==> src/rtl/fetch_unit.sv <==
// Instruction-fetch front end: owns the PC, issues word reads to a synchronous imem,
// and queues {pc, instr} pairs for decode over a valid/ready interface.
module fetch_unit #(
    parameter int                ADDR_W    = 32,
    parameter int                DATA_W    = 32,
    parameter logic [ADDR_W-1:0] RESET_PC  = '0,
    parameter int                BUF_DEPTH = 2
) (
    input  logic              clk,
    input  logic              rst,
    output logic              imem_en,
    output logic [ADDR_W-1:0] imem_addr,
    input  logic [DATA_W-1:0] imem_rdata,
    input  logic              redirect_valid,
    input  logic [ADDR_W-1:0] redirect_pc,
    output logic              if_valid,
    input  logic              if_ready,
    output logic [ADDR_W-1:0] if_pc,
    output logic [DATA_W-1:0] if_instr
);

    // Handshake: a transfer to decode happens on a rising edge where if_valid & if_ready;
    // if_pc/if_instr hold steady while if_valid & !if_ready.

    localparam int PTR_W = (BUF_DEPTH > 1) ? $clog2(BUF_DEPTH) : 1;
    localparam int CNT_W = $clog2(BUF_DEPTH + 1);
    localparam int OCC_W = CNT_W + 1;
    localparam logic [OCC_W-1:0] DEPTH_C  = OCC_W'(BUF_DEPTH);
    localparam logic [PTR_W-1:0] LAST_PTR = PTR_W'(BUF_DEPTH - 1);

    logic [ADDR_W-1:0] pc_q;
    logic [ADDR_W-1:0] inflight_pc;
    logic              inflight;
    logic [CNT_W-1:0]  count;
    logic [PTR_W-1:0]  rd_ptr;
    logic [PTR_W-1:0]  wr_ptr;
    logic [ADDR_W-1:0] buf_pc    [BUF_DEPTH];
    logic [DATA_W-1:0] buf_instr [BUF_DEPTH];

    logic              pop;
    logic              push;
    logic              issue;
    logic [OCC_W-1:0]  occupancy;

    function automatic logic [PTR_W-1:0] ptr_inc(input logic [PTR_W-1:0] p);
        return (p == LAST_PTR) ? '0 : p + PTR_W'(1);
    endfunction

    assign if_valid = (count != '0);
    assign if_pc    = if_valid ? buf_pc[rd_ptr]    : '0;
    assign if_instr = if_valid ? buf_instr[rd_ptr] : '0;

    assign pop  = if_valid & if_ready;
    assign push = inflight;

    // Credit counts the entry leaving this cycle so a stalled buffer refills without a bubble.
    assign occupancy = {1'b0, count} + OCC_W'(inflight) - OCC_W'(pop);
    assign issue     = !rst && !redirect_valid && (occupancy < DEPTH_C);
    assign imem_en   = issue;
    assign imem_addr = pc_q;

    always_ff @(posedge clk) begin
        if (rst) begin
            pc_q     <= RESET_PC;
            inflight <= 1'b0;
            count    <= '0;
            rd_ptr   <= '0;
            wr_ptr   <= '0;
        end else if (redirect_valid) begin
            // Clearing inflight is what discards the response arriving next cycle.
            pc_q     <= redirect_pc;
            inflight <= 1'b0;
            count    <= '0;
            rd_ptr   <= '0;
            wr_ptr   <= '0;
        end else begin
            if (issue) begin
                pc_q <= pc_q + ADDR_W'(1);
            end
            inflight <= issue;
            if (push) begin
                wr_ptr <= ptr_inc(wr_ptr);
            end
            if (pop) begin
                rd_ptr <= ptr_inc(rd_ptr);
            end
            count <= count + CNT_W'(push) - CNT_W'(pop);
        end
    end

    always_ff @(posedge clk) begin
        if (issue) begin
            inflight_pc <= pc_q;
        end
        if (!rst && !redirect_valid && push) begin
            buf_pc[wr_ptr]    <= inflight_pc;
            buf_instr[wr_ptr] <= imem_rdata;
        end
    end

endmodule

==> config.mk <==
export PLATFORM = sky130hd
export DESIGN_NAME = fetch_unit
export DESIGN_NICKNAME = d
export VERILOG_FILES = /design/src/rtl/fetch_unit.sv
export SDC_FILE = /design/constraint.sdc
export NUM_CORES = 1
export LEC_CHECK = 0
export ABC_AREA = 1
export CORE_ASPECT_RATIO = 1.2
export CORE_UTILIZATION = 56
export DETAILED_ROUTE_END_ITERATION = 7
export HOLD_SLACK_MARGIN = 0.08
export PLACE_DENSITY = 0.86
export SETUP_SLACK_MARGIN = 0.3
export SLEW_MARGIN = 40
export SYNTH_ARGS = -nofsm -noshare
export SYNTH_HDL_FRONTEND = slang
export SYNTH_SLANG_ARGS = --single-unit
export TNS_END_PERCENT = 1
==> constraint.sdc <==
create_clock -name clk -period 14.45 [get_ports clk]
set_clock_uncertainty 0.15 [all_clocks]
set_input_delay 2.1675 -clock clk [delete_from_list [all_inputs] [get_ports clk]]
set_output_delay 2.1675 -clock clk [all_outputs]
set_load 0.05 [all_outputs]
# Word level (Yosys, flattened, before mapping)
# Memories as Yosys holds them, arrays and structs flattened. A register that Yosys moved wholly into a read port is not among the register bits.
# Cells that the tools add are included.
dict set report classes {
  magnitude_cmp 1
  add_sub_neg 7
  n_bitwise 1
  mux 12
  n_reduce_logical 8
}
# cell n
set ops {}
lappend ops {{two-way mux 32 bit} 4}
lappend ops {{adder 32 x 1 -> 32 bit (second input constant)} 1}
lappend ops {{two-way mux 1 bit} 8}
lappend ops {{nonzero test 2 bit} 2}
lappend ops {{adder 2 x 1 -> 3 bit} 1}
lappend ops {{logical AND 1 bit} 3}
lappend ops {{< comparator 3 x 2 -> 1 bit (second input constant)} 1}
lappend ops {{subtractor 3 x 1 -> 3 bit} 1}
lappend ops {{adder 1 bit (second input constant)} 2}
lappend ops {{adder 2 x 1 -> 2 bit} 1}
lappend ops {{zero test 1 bit} 2}
lappend ops {{OR reduction 2 bit} 1}
lappend ops {{subtractor 2 x 1 -> 2 bit} 1}
lappend ops {{bitwise AND 1 bit} 1}
dict set report totals {
  mem_bits_rw 128
  out_inout_bits 98
  mem_count 2
  ff_bits 69
  word_cells 37
  input_bits 68
}
# memory words word_bits read_ports rd_ports_with_merged_regs wr line
set mem_list {}
lappend mem_list {buf_instr 2 32 1 1 1 38} ;# logic [DATA_W-1:0] buf_instr [BUF_DEPTH];
lappend mem_list {buf_pc 2 32 1 1 1 37} ;# logic [ADDR_W-1:0] buf_pc [BUF_DEPTH];

# Longest topological paths before layout
dict set report logic_depth {
  ltp_word 7
  mapped_depth 16
  ltp_nobuf 16
}

# Worst setup path after synthesis
# Ideal clock, no wire load.
dict set report synth_path {
  path_type {input to register}
  startpoint {input port redirect_valid}
  endpoint {memory buf_instr[1][0] (enable)}
  n_path_buf 1
  required_time_ns 13.735
  setup_ns 0.565
  arrival_time_ns 6.790
  cell_stages 4
  path_slack_ns 6.945
  cell_sequence {buf_6 > clkinv_4 > nand2_4 > nor3_1}
}
dict set report synth_via {
  elab_chain_cells 5
}
# item line
set synth_lines {}
lappend synth_lines {{from (decl)} 14} ;# input logic redirect_valid,
lappend synth_lines {{zero test 1 bit} 95} ;# if (!rst && !redirect_valid && push) begin
lappend synth_lines {{logical AND 1 bit (2 in series)} 95}
lappend synth_lines {{two-way mux 1 bit} 95}
lappend synth_lines {{two-way mux 1 bit (not written as such)} 97} ;# buf_instr[wr_ptr] <= imem_rdata;
lappend synth_lines {{to (decl)} 38}
# Every way passes these cells.

# Worst setup path in the final report
dict set report layout_path {
  startpoint {input port if_ready}
  endpoint {output port imem_en}
}
dict set report layout_via {
  elab_chain_cells 4
}
# item line
set layout_lines {}
lappend layout_lines {{from (decl)} 17} ;# input logic if_ready,
lappend layout_lines {{bitwise AND 1 bit} 53} ;# assign pop = if_valid & if_ready;
lappend layout_lines {{net pop} 40} ;# logic pop;
lappend layout_lines {{subtractor 3 x 1 -> 3 bit} 57} ;# assign occupancy = {1'b0, count} + OCC_W'(inflight) - OCC_W'(pop);
lappend layout_lines {{net occupancy[1]} 43} ;# logic [OCC_W-1:0] occupancy;
lappend layout_lines {{< comparator 3 x 2 -> 1 bit} 58} ;# assign issue = !rst && !redirect_valid && (occupancy < DEPTH_C);
lappend layout_lines {{logical AND 1 bit} 58}
lappend layout_lines {{to (decl)} 11} ;# output logic imem_en,
# The timed path passes the listed nets, and every way through them passes these cells.

==> impl_metrics.csv <==
group,metric,value,unit
cells_and_area,fill_cells,975,
power_and_ir_drop,leakage,3.915,nW
synthesis,synth_async_sr_flop_share,0,
synthesis,synthCells,831,
outcome,status,"completed",
placement,hpwl,11880,um
routing,drt-total-wl,18280,um
routing,via_per_inst,5.169,
clock_tree,cts_buffer_depth,2,
clock_tree,htreeDepth,4,
cells_and_area,final_cell_area,10790,um2
global_route,antenna_found_initial,0,
timing,maxSlewHeadroom,0.5203,
clock_tree,clock_latency,420,ps
clock_tree,ctsResizeCount,0,
setup_path,critical_path_class,"primary input to output port",
floorplan,initial_utilization,0.5790,
setup_path,required,12130,ps
power_and_ir_drop,vdd_drop_max,0.00007773,V
cells_and_area,fin_util,0.7454,
cells_and_area,area_growth,28.74,%
power_and_ir_drop,p_int,0.9582,mW
clock_tree,numCtsBuffers,17,
floorplan,die_w,113.7,um
global_route,grt_max_degree,66,
global_route,first_global_vias,5903,
synthesis,synth_top_area_frac,0.5733,
timing,max_freq,127.9,MHz
power_and_ir_drop,power_switching,0.3415,mW
synthesis,yosysTopAreaCell,"edfxtp_1",
cells_and_area,final_nets,1060,
timing,whs,296.6,ps
placement,placed_area,10190,um2
clock_tree,tritoncts,"yes",
hold_path,hold_depth,0,
power_and_ir_drop,p_sw_frac,0.2628,
setup_path,rr_worst_depth,17,
clock_tree,clk_pin_slew_worst_paths,60,ps
global_route,grt_overflow,0,
synthesis,synth.area.top_cells,"edfxtp_1, nand2_1, dfxtp_1",
timing,slew_viol_final,0,
routing,first_pass_iters,5,
floorplan,die_y,136.0,um
placement,gp_congestion,0.9119,
placement,port_buffers,165,
timing,period_minus_slack,7817,ps
setup_path,endpoint_kind,"output port",
timing,tightest_slew,717.9,ps
routing,drtAntennaViolNets,0,
floorplan,core-area,14470,um2
floorplan,die_area,15460,um2
clock_tree,cts_hold_buf,0,
cells_and_area,drive_above_1_share,0.06100,
floorplan,pin_count,166,
setup_path,start_kind,"primary input",
cells_and_area,diodes,0,
routing,vias,6203,
synthesis,ys_ff_latch,198,
synthesis,synth_edf_count,160,
setup_path,arrival,5500,ps
global_route,grt_pass1_wl,28950,um
hold_path,hp-class,"register to register",
power_and_ir_drop,power_frac_comb,0.133,
synthesis,synth.net_count,903,
floorplan,rows,48,
routing,wl_per_cell,15.23,um
placement,placed_cells,1169,
power_and_ir_drop,pwr-share-seq,0.505,
synthesis,synth_seq_area_share,0.6641,
power_and_ir_drop,power_density,120.5,nW/um2
cells_and_area,seq_area,5567,um2
setup_path,regToRegStartpoint,"count[1]$_SDFF_PP0_",
synthesis,synth_cell_type_count,32,
routing,drtIter0Drc,428,
timing,rsz0062_at_grt,"no",
power_and_ir_drop,p_clk_frac,0.362,
synthesis,ys.flop_type,"edfxtp_1",
timing,setup_viol_count_final,0,
synthesis,netlist_area,8381,um2
timing,final-hold-violation-count,0,
clock_tree,cts_setup_buffers,0,
setup_path,crit_path_start,"if_ready",
flow_run,drv_cap,0,
hold_path,min_to,"buf_pc[1][15]$_DFFE_PP_",
cells_and_area,layout_common_cells,"nand2_1, clkdlybuf4s50_1, edfxtp_1, a21oi_1",
global_route,track_usage,0.2423,
cells_and_area,multi_input_area,2412,um2
synthesis,avgSynthCellArea,10.08,um2
setup_path,worstPathMaxFanout,59,
clock_tree,clock_sinks,198,
setup_path,rrSetupSlack,10470,ps
routing,drcViolationCount,0,
cells_and_area,final_common_cell,"nand2_1",
setup_path,timing.rr.end,"imem_addr[3]$_SDFFE_PP0P_",
cells_and_area,stdcell_count,1200,
hold_path,worstHoldStart,"inflight_pc[15]$_DFFE_PP_",
timing,min_period_over_period,0.5410,
synthesis,yosys_warnings,0,
clock_tree,root_buffer,"clkbuf_16",
timing,setup-tns-final,0,ps
## kinds of logic after synthesis
family                   share of synthesized area
flip-flops                                  0.6641
AO/OA/AOI/OAI                              0.06659
buffers and inverters                      0.05076
AND/OR/NAND/NOR                             0.2013
adder cells (fa/ha/maj)                   0.006868
multiplexers                              0.001194
XOR/XNOR                                  0.009257
## critical path: stages
cell and delay (ps):
clkdlybuf4s50_1 410, nand2_1 110, inv_1 50, ha_1 260, inv_1 40, ha_1 180
fa_1 540, nor3_4 210, buf_4 560, clkdlybuf4s50_1 930
## worst max-delay path by stage
| stage | endpoint | slack (ps) | cells past startpoint |
|---|---|---|---|
| detailed placement | imem_en | 6660 | 10 |
| CTS | imem_en | 6640 | 10 |
| global route | imem_en | 6500 | 10 |
| global placement | imem_en | 6710 | 10 |
| finish | imem_en | 6630 | 10 |
| floorplan | buf_instr[1][0]$_DFFE_PP_ | 6950 | 4 |
## stage by stage
| step | setup slack (ps) | power [mW] |
|---|---|---|
| finish | 6633 | 1.300 |
| detailed placement | 6663 | 0.8402 |
| global placement | 6713 | 0.8367 |
| global route | 6503 | 1.339 |
| CTS | 6635 | 1.306 |
| floorplan | 6945 | 0.7724 |
## metal layers
layer / vias up / wire [um] / GRT usage
met4: 0 / 471 / 0.09576
met3: 34 / 1011 / 0.03255
met5: - / 0 / 0
met1: 2829 / 7275 / 0.3040
met2: 258 / 9519 / 0.4251
li1: 3082 / - / -
## registers in the layout, indices dropped and copies added, names as in the netlist, named ones only
register	count
buf_instr	64
buf_pc	64
imem_addr	32
inflight_pc	32
count	2
inflight	1
rd_ptr	1
wr_ptr	1
## cells in the mapped netlist, types with 2 or more instances
| library cell | n |
|---|---|
| nand3_1 | 66 |
| ha_1 | 3 |
| a31oi_1 | 2 |
| nor3_1 | 2 |
| or2_2 | 2 |
| inv_1 | 66 |
| inv_2 | 2 |
| nor2_4 | 2 |
| nor2_1 | 51 |
| edfxtp_1 | 160 |
| o21ai_0 | 5 |
| a21oi_1 | 95 |
| nor2_2 | 5 |
| nand2_1 | 274 |
| xor2_1 | 6 |
| o21bai_1 | 6 |
| buf_4 | 3 |
| buf_6 | 3 |
| clkbuf_1 | 19 |
| dfxtp_1 | 38 |
| nand2_2 | 2 |
| buf_1 | 9 |
## final cells by class
type / count / share of cell area
clock buffer: 17 / 0.03943
clock inverter: 14 / 0.01566
inverter: 69 / 0.02470
multi-input combinational: 530 / 0.2236
sequential: 198 / 0.5159
tap: 200 / 0.02319
timing repair buffer: 172 / 0.1575
## power groups by stage
stage          logic [mW]  registers (mW)  clock network, mW
4_1_cts             0.173           0.656              0.477
6_report            0.172           0.656              0.471
3_5_place_dp        0.172           0.668                  0
3_3_place_gp        0.170           0.667                  0
5_1_grt             0.183           0.658              0.498
2_1_floorplan      0.0888           0.684                  0
(Power assumes the default switching activity.)
